<file path="src/rtl/mem_arbiter.sv">
// Two-port round-robin arbiter that sequences one line transaction at a time onto a
// shared 256-bit line memory, modelling a fixed latency and stalling on mem_ready.
module mem_arbiter #(
    parameter int ADDR_W  = 32,
    parameter int DATA_W  = 256,
    parameter int LATENCY = 4
) (
    input  logic              clk,
    input  logic              rst_n,
    input  logic              req0_valid,
    input  logic              req0_rw,
    input  logic [ADDR_W-1:0] req0_addr,
    input  logic [DATA_W-1:0] req0_wdata,
    output logic              req0_ready,
    input  logic              req1_valid,
    input  logic              req1_rw,
    input  logic [ADDR_W-1:0] req1_addr,
    input  logic [DATA_W-1:0] req1_wdata,
    output logic              req1_ready,
    output logic [DATA_W-1:0] rdata,
    output logic [ADDR_W-1:0] mem_addr,
    output logic [DATA_W-1:0] mem_wdata,
    output logic              mem_rw,
    output logic              mem_valid,
    input  logic [DATA_W-1:0] mem_rdata,
    input  logic              mem_ready,
    output logic              busy,
    output logic [1:0]        grant
);

    typedef enum logic [1:0] {
        IDLE = 2'd0,
        BUSY = 2'd1,
        DONE = 2'd2
    } state_e;

    localparam logic [3:0] CNT_INIT = 4'(LATENCY - 1);

    state_e            state_q, state_d;
    logic [3:0]        cnt_q, cnt_d;
    logic              last_grant_q, last_grant_d;
    logic [1:0]        grant_q, grant_d;
    logic [ADDR_W-1:0] mem_addr_q, mem_addr_d;
    logic [DATA_W-1:0] mem_wdata_q, mem_wdata_d;
    logic              mem_rw_q, mem_rw_d;
    logic [DATA_W-1:0] rdata_q, rdata_d;
    logic              pick1;

    // Next-state: arbitration and latching in IDLE, latency count and stall in BUSY
    always_comb begin
        state_d      = state_q;
        cnt_d        = cnt_q;
        last_grant_d = last_grant_q;
        grant_d      = grant_q;
        mem_addr_d   = mem_addr_q;
        mem_wdata_d  = mem_wdata_q;
        mem_rw_d     = mem_rw_q;
        rdata_d      = rdata_q;
        pick1        = 1'b0;
        case (state_q)
            IDLE: begin
                // On a tie the port that did not win last time goes first
                if (req0_valid && req1_valid) begin
                    pick1 = ~last_grant_q;
                end else begin
                    pick1 = req1_valid;
                end
                if (req0_valid || req1_valid) begin
                    state_d      = BUSY;
                    cnt_d        = CNT_INIT;
                    last_grant_d = pick1;
                    grant_d      = pick1 ? 2'b10 : 2'b01;
                    mem_addr_d   = pick1 ? req1_addr  : req0_addr;
                    mem_wdata_d  = pick1 ? req1_wdata : req0_wdata;
                    mem_rw_d     = pick1 ? req1_rw    : req0_rw;
                end else begin
                    state_d = IDLE;
                end
            end
            BUSY: begin
                if (cnt_q != 4'd0) begin
                    cnt_d = cnt_q - 4'd1;
                end else if (mem_ready) begin
                    if (!mem_rw_q) begin
                        rdata_d = mem_rdata;
                    end else begin
                        rdata_d = rdata_q;
                    end
                    state_d = DONE;
                end else begin
                    state_d = BUSY;
                end
            end
            DONE: begin
                state_d = IDLE;
                grant_d = 2'b00;
            end
            default: begin
                state_d = IDLE;
                grant_d = 2'b00;
            end
        endcase
    end

    // State register; reset outranks any completion in the same cycle
    always_ff @(posedge clk) begin
        if (!rst_n) begin
            state_q      <= IDLE;
            cnt_q        <= 4'd0;
            last_grant_q <= 1'b1;
            grant_q      <= 2'b00;
            mem_addr_q   <= '0;
            mem_wdata_q  <= '0;
            mem_rw_q     <= 1'b0;
            rdata_q      <= '0;
        end else begin
            state_q      <= state_d;
            cnt_q        <= cnt_d;
            last_grant_q <= last_grant_d;
            grant_q      <= grant_d;
            mem_addr_q   <= mem_addr_d;
            mem_wdata_q  <= mem_wdata_d;
            mem_rw_q     <= mem_rw_d;
            rdata_q      <= rdata_d;
        end
    end

    // Write enable only in the last BUSY cycle, repeated harmlessly while stalled
    assign mem_rw     = mem_rw_q & (state_q == BUSY) & (cnt_q == 4'd0);
    assign mem_valid  = (state_q == BUSY);
    assign busy       = (state_q != IDLE);
    assign grant      = grant_q;
    assign req0_ready = (state_q == DONE) & grant_q[0];
    assign req1_ready = (state_q == DONE) & grant_q[1];
    assign mem_addr   = mem_addr_q;
    assign mem_wdata  = mem_wdata_q;
    assign rdata      = rdata_q;

endmodule

</file>
<file path="config.mk">
export PLATFORM = sky130hd
export DESIGN_NAME = mem_arbiter
export DESIGN_NICKNAME = d
export VERILOG_FILES = /design/src/rtl/mem_arbiter.sv
export SDC_FILE = /design/constraint.sdc
export NUM_CORES = 1
export LEC_CHECK = 0
export BUFFER_PORTS_ARGS = -buffer_cell sky130_fd_sc_hd__buf_2
export CORE_AREA = 3 3 538 540
export CTS_CLUSTER_SIZE = 20
export DETAILED_ROUTE_END_ITERATION = 10
export DIE_AREA = 0 0 541 543
export PLACE_DENSITY_LB_ADDON = 0.25
export SYNTH_ARGS = -nofsm -noshare
export SYNTH_HDL_FRONTEND = slang
export SYNTH_SLANG_ARGS = --single-unit
</file>
<file path="constraint.sdc">
create_clock -name clk -period 2.58 [get_ports clk]
set_input_delay 0.387 -clock clk [delete_from_list [all_inputs] [get_ports clk]]
set_output_delay 0.387 -clock clk [all_outputs]
set_load 0.05 [all_outputs]
</file>
# Yosys cells after proc, flatten, opt, wreduce, memory -nomap -nowiden
# Cells that the tools add are included.
totals:
  register_bits: 554
  latch_bits: 0
  mem_bits_rw: 0
  romBits: 0
  input_bits: 839
  output_inout_bits: 551
  wordCells: 48
  memories: 0
op_classes:
  n_addsub: 1
  multipliers: 0
  n_div: 0
  magnitude_cmp: 0
  eq_ne: 5
  shift: 0
  muxes: 15
  bitwise_logic: 8
  n_reduce_logical: 11
op_table:
  columns: ["operator", "n"]
  rows:
  - ["$mux 256", 1]
  - ["$mux 32", 1]
  - ["$mux 2", 4]
  - ["$mux 4", 2]
  - ["$pmux 2 s2", 2]
  - ["$pmux 4 s2", 1]
  - ["$and 1x1->1", 4]
  - ["$logic_not 4->1", 1]
  - ["$mux 1", 4]
  - ["$ne 2x2->1 const B", 2]
  - ["$not 1->1", 4]
  - ["$reduce_and 2->1", 2]
  - ["$reduce_and 4->1", 1]
  - ["$reduce_bool 2->1", 2]
  - ["$reduce_bool 4->1", 1]
  - ["$sub 4x1->4 const B", 1]
  - ["$reduce_and 3->1", 1]
  - ["$eq 2x1->1 const B", 1]
  - ["$eq 2x2->1 const B", 1]
  - ["$logic_not 2->1", 1]
  - ["$ne 2x1->1 const B", 1]
  - ["$logic_and 1x1->1", 1]
  - ["$logic_or 1x1->1", 1]

# Logic depth before layout (Yosys ltp)
depth:
  depth_word: 6
  mapped_depth: 8
  mapped_depth_nobuf: 5

# Least setup slack after synthesis
# Ideal clock, no wire load.
synth_path:
  path_type: "flip-flop to output port"
  from: "reg cnt_q[0]"
  to: "out mem_rw"
  arrival_ns: 2.258
  required_ns: 2.193
  setup_slack_ns: -0.065
  path_stages_with_launch: 5
  n_path_buf: 0
  path_cell_list: "dfxtp_1 inv_1 ha_1 nand3b_1 nor4b_1"
synth_via:
  elab_chain_cells: 2
synth_lines:
  columns: ["item", "line", "text"]
  rows:
  - ["start, declared", "40", "logic [3:0] cnt_q, cnt_d;"]
  - ["start signal, assigned", "118", "cnt_q <= cnt_d;"]
  - ["$logic_not 4->1", "129", "assign mem_rw = mem_rw_q & (state_q == BUSY) & (cnt_q == 4'd0);"]
  - ["$and 1x1->1", "129", null]
  - ["end, declared", "23", "output logic mem_rw,"]
# No other way between the ends.

# Worst setup path in the final report
layout_path:
  from: "reg cnt_q[0]"
  to: "reg cnt_q[2]"
layout_via:
  elab_chain_cells: 3
  word_cells_on_any_way: 6
  cone_classes: "add/sub: 1; eq/ne: 1; mux: 2; reduce/logical: 2"
layout_lines:
  columns: ["item", "line"]
  rows:
  - ["$sub 4x1->4 / $reduce_bool 4->1 (equally long branches)", "82, 81"]
  - ["$mux 4 / $ne 2x1->1 (equally long branches)", null]
  - ["$pmux 4 s2 / $reduce_and 3->1 (equally long branches)", null]
# Parallel ways exist; a longest one is shown, timed or not. The select of a mux whose other input is x is not followed.
# A chain may end at the register's enable or synchronous reset.

==> impl_metrics.yaml <==
run_status:
  run_status: "complete, no violations"
detailed_routing:
  post-route-drc-count: 0
  route.vias.total: 26140
  initialDrtViolationCount: 1537
  vias_per_cell: 3.188
  wirelength_microns: 199900
  drt.antenna.violating_nets: 0
  final_routed_wire_length_divided_by_cell_count_microns: 24.37
  firstDrtPassIters: 5
die:
  top_level_ports: 1390
  core_sq_mm: 0.2850
  start_util_pct: 7.956
  placement_rows: 196
  dieArea_sq_mm: 0.2938
  floorplan.die.height_microns: 543
  fp.dieW_microns: 541
synth:
  netlist_area_sq_mm: 0.02267
  synth.avg_cell_area_sq_um: 10.52
  yosys.area_share.simple_pct: 9.873
  combinational_family_with_the_most_area_after_synthesis: "multiplexers"
  ys.warnings.count: 0
  synth_compound_gate_area_share_pct: 11.73
  postSynthRegisterBits: 554
  synth_area_leaders: "dfxtp_1, mux2i_1, o2bb2ai_1"
  sequential_cell_area_fraction_in_the_yosys_report_pct: 48.92
  syn_inst: 2155
  postSynth.topFlopCell: "dfxtp_1"
  synth_top_area_share_pct: 48.92
  synth_fa_ha_area_share_pct: 0.05519
  synth_xor_xnor_area_share_pct: 0
  commonest_cells_in_the_netlist: "dfxtp_1, mux2i_1, nand2_1"
  post_synth_edffs: 0
  synth_async_sr_flop_share_pct: 0
  mappedNetlistNets: 2995
  library_cell_occupying_the_most_area_in_the_post_synthesis_netlist: "dfxtp_1"
  yosysMostFrequentCell: "dfxtp_1"
  yosysUniqueCellTypes: 46
  portion_of_netlist_area_occupied_by_mux_cells_pct: 23.49
worst_setup_path:
  critPathRequiredTime_ns: 3.28
  critical_path_class: "flip-flop to flip-flop"
  cp_slowest_stage_delay_ns: 0.36
  reg2reg_to: "cnt_q[2]"
  crit_arrival_ns: 3.16
  worst_r2r_startpoint: "cnt_q[0]"
  startpoint_type: "flip-flop"
  critPathSlowestCell: "or3b_4"
  timing.reg2reg.setup_slack_ns: 0.12
  setup_crit_end_kind: "flip-flop"
  r2r.worst_path.cells: 15
  timing.critical_path.fanout_max: 4
  timing.critical_path.cells: "inv_2 -> ha_4 -> nand3b_1 -> buf_4 -> buf_4 -> buf_4 -> buf_4 -> buf_4 -> buf_4 -> buf_4 -> buf_4 -> buf_4 -> buf_4 -> or3b_4 -> a21oi_2"
  worst_path_most_repeated_cell: "buf_4"
clocking:
  clk-insertion-delay-late_ns: 0.81
  tritoncts: "done"
  clock_slew_seen_by_the_registers_of_the_worst_setup_and_hold_paths_ns: 0.05
  max-clock-path-buffers: 4
  clock-sinks: 554
  htreeDepth: 3
  root_buf_cell: "clkbuf_16"
  numCtsBuffers: 83
hold_path:
  worst_min_delay_path_startpoint: "req1_wdata[252]"
  min_path_type: "primary input to flip-flop"
  min_to: "mem_wdata[252]"
  min_delay_path_depth: 3
place:
  hpwl_microns: 169000
  placement.setup.worst_slack_ns: 0.3483
  numPortBuffers: 1389
  place_congestion: 0.8914
power_and_ir_drop:
  vdd_drop_max_mv: 0.3961
  power.leakage_nw: 19.11
  power_density_mw_per_mm2: 650.6
sta:
  worst-slew-pin-transition_ns: 0.7205
  timing.final.crit_share_pct: 95.42
  layout_setup_ws_ns: 0.1181
  timing.fmax_ghz: 0.4062
  fin_crit_ns: 2.462
  timing_hold_violations_final: 0
  drv_slew: 0
  grt_setup_unrepaired: "false"
  final_clock_skew_ns: 0.05180
  timing.slew.headroom_pct: 51.97
  setup_viol: 0
finish:
  syn2layout_area_growth_pct: 97.73
  layout-drive-gt1-share_pct: 37.82
  final_core_utilization_pct: 15.73
  finalNetCount: 5166
flow_run:
  cap_violations: 0
global_routing:
  grt_start_max_net_pins: 124
  grt_util_all_layers_pct: 12.93
  first_global_vias: 26990
  number_of_antenna_violations_at_the_first_check_in_global_routing: 154
  grt_first_pass_wirelength_microns: 255600
  grt_overflow_total: 0
[metal layers]
layer / wire, microns / global-route usage (%)
met5: 403 / 0
met2: 88280 / 20.80
met4: 7708 / 3.927
met3: 23190 / 6.128
met1: 80280 / 15.16
[worst max path at each step]
stage	start	to	slack, ns
floorplan	cnt_q[0]	mem_rw	0.62
global placement	req1_valid	mem_wdata[121]	0.40
detailed placement	req1_valid	mem_wdata[121]	0.35
CTS	cnt_q[1]	mem_rw	-0.04
global route	cnt_q[0]	mem_rw	0.005
finish	cnt_q[0]	cnt_q[2]	0.12
[cells by family (layout without fill, tap and decap cells)]
family / Yosys count / after routing
other cells: 0 / 53
flops: 554 / 554
compound gates: 312 / 312
simple gates: 562 / 562
fa+ha+maj: 1 / 1
mux: 532 / 532
buf+inv: 194 / 2425
[placed cells by master (no fill, tap or decap), drive strengths merged, types with 2 or more instances in the layout]
master	netlist	routed
mux2i	532	532
a221o	4	4
o21ai	11	11
dfxtp	554	554
or3b	2	2
diode	0	53
nand3	20	20
a21oi	2	2
o2bb2ai	276	276
bufinv	0	5
buf	98	1509
nor2	5	5
dlygate4sd3	0	764
nand2b	2	2
a21boi	2	2
nand2	514	514
clkinv	0	18
a31oi	9	9
nor3b	3	3
and2	2	2
and3	3	3
inv	7	11
clkbuf	89	111
and4	4	4
clkinvlp	0	7
[final cells by class]
cell class | count | area, sq um
fillers | 32410 | 240100
repair buffers | 2273 | 15830
flip-flops and latches | 554 | 11100
multi-input cells | 1407 | 10310
well taps | 3762 | 4707
clock buffers | 111 | 2332
clock inverters | 34 | 392.9
diodes | 53 | 132.6
inverters | 7 | 26.28
[state kept, by name (all words and copies together) (netlist names)]
name          flops
grant             2
last_grant_q      1
mem_rw_q          1
cnt_q             4
state_q           2
mem_wdata       256
mem_addr         32
rdata           256
[worst max-delay path: cells and delay by family (launching register included)]
| family | cells | cell delay, ns |
|---|---|---|
| buffers and inverters | 11 | 1.31 |
| and+or+nand+nor | 2 | 0.50 |
| DFF | 1 | 0.33 |
| adders and majority gates | 1 | 0.14 |
| AOI/OAI and AO/OA | 1 | 0.13 |
[timing repair]
action	4_1_cts	5_1_grt
gates resized for setup	12	2
cloned	0	0
hold endpoints to repair	513	0
hold buffers	764	0
pin swaps	2	3
endpoints found under the setup margin	3	2
buffers inserted	11	0
[stage by stage]
stage	TNS, ns	cell area, sq um	cells	total power [W]	hold WS (ns)
detailed placement	0	34200	7228	0.01647	0.4410
global placement	0	34200	7228	0.01647	0.4397
global route	0	44750	8168	0.03049	0.01598
finish	0	44830	8201	0.02917	0.05121
floorplan	0	22680	2155	0.01364	0.4546
CTS	-0.03710	44690	8148	0.02989	0.0003208
[power by group]
| part | internal, W | total (W) | switching [W] |
|---|---|---|---|
| logic | 0.00281 | 0.00785 | 0.00504 |
| registers | 0.00921 | 0.00962 | 0.000405 |
| clock network | 0.00688 | 0.0117 | 0.00482 |
| total | 0.0189 | 0.0292 | 0.0103 |
Note: power is estimated with default switching activity, not from simulation.
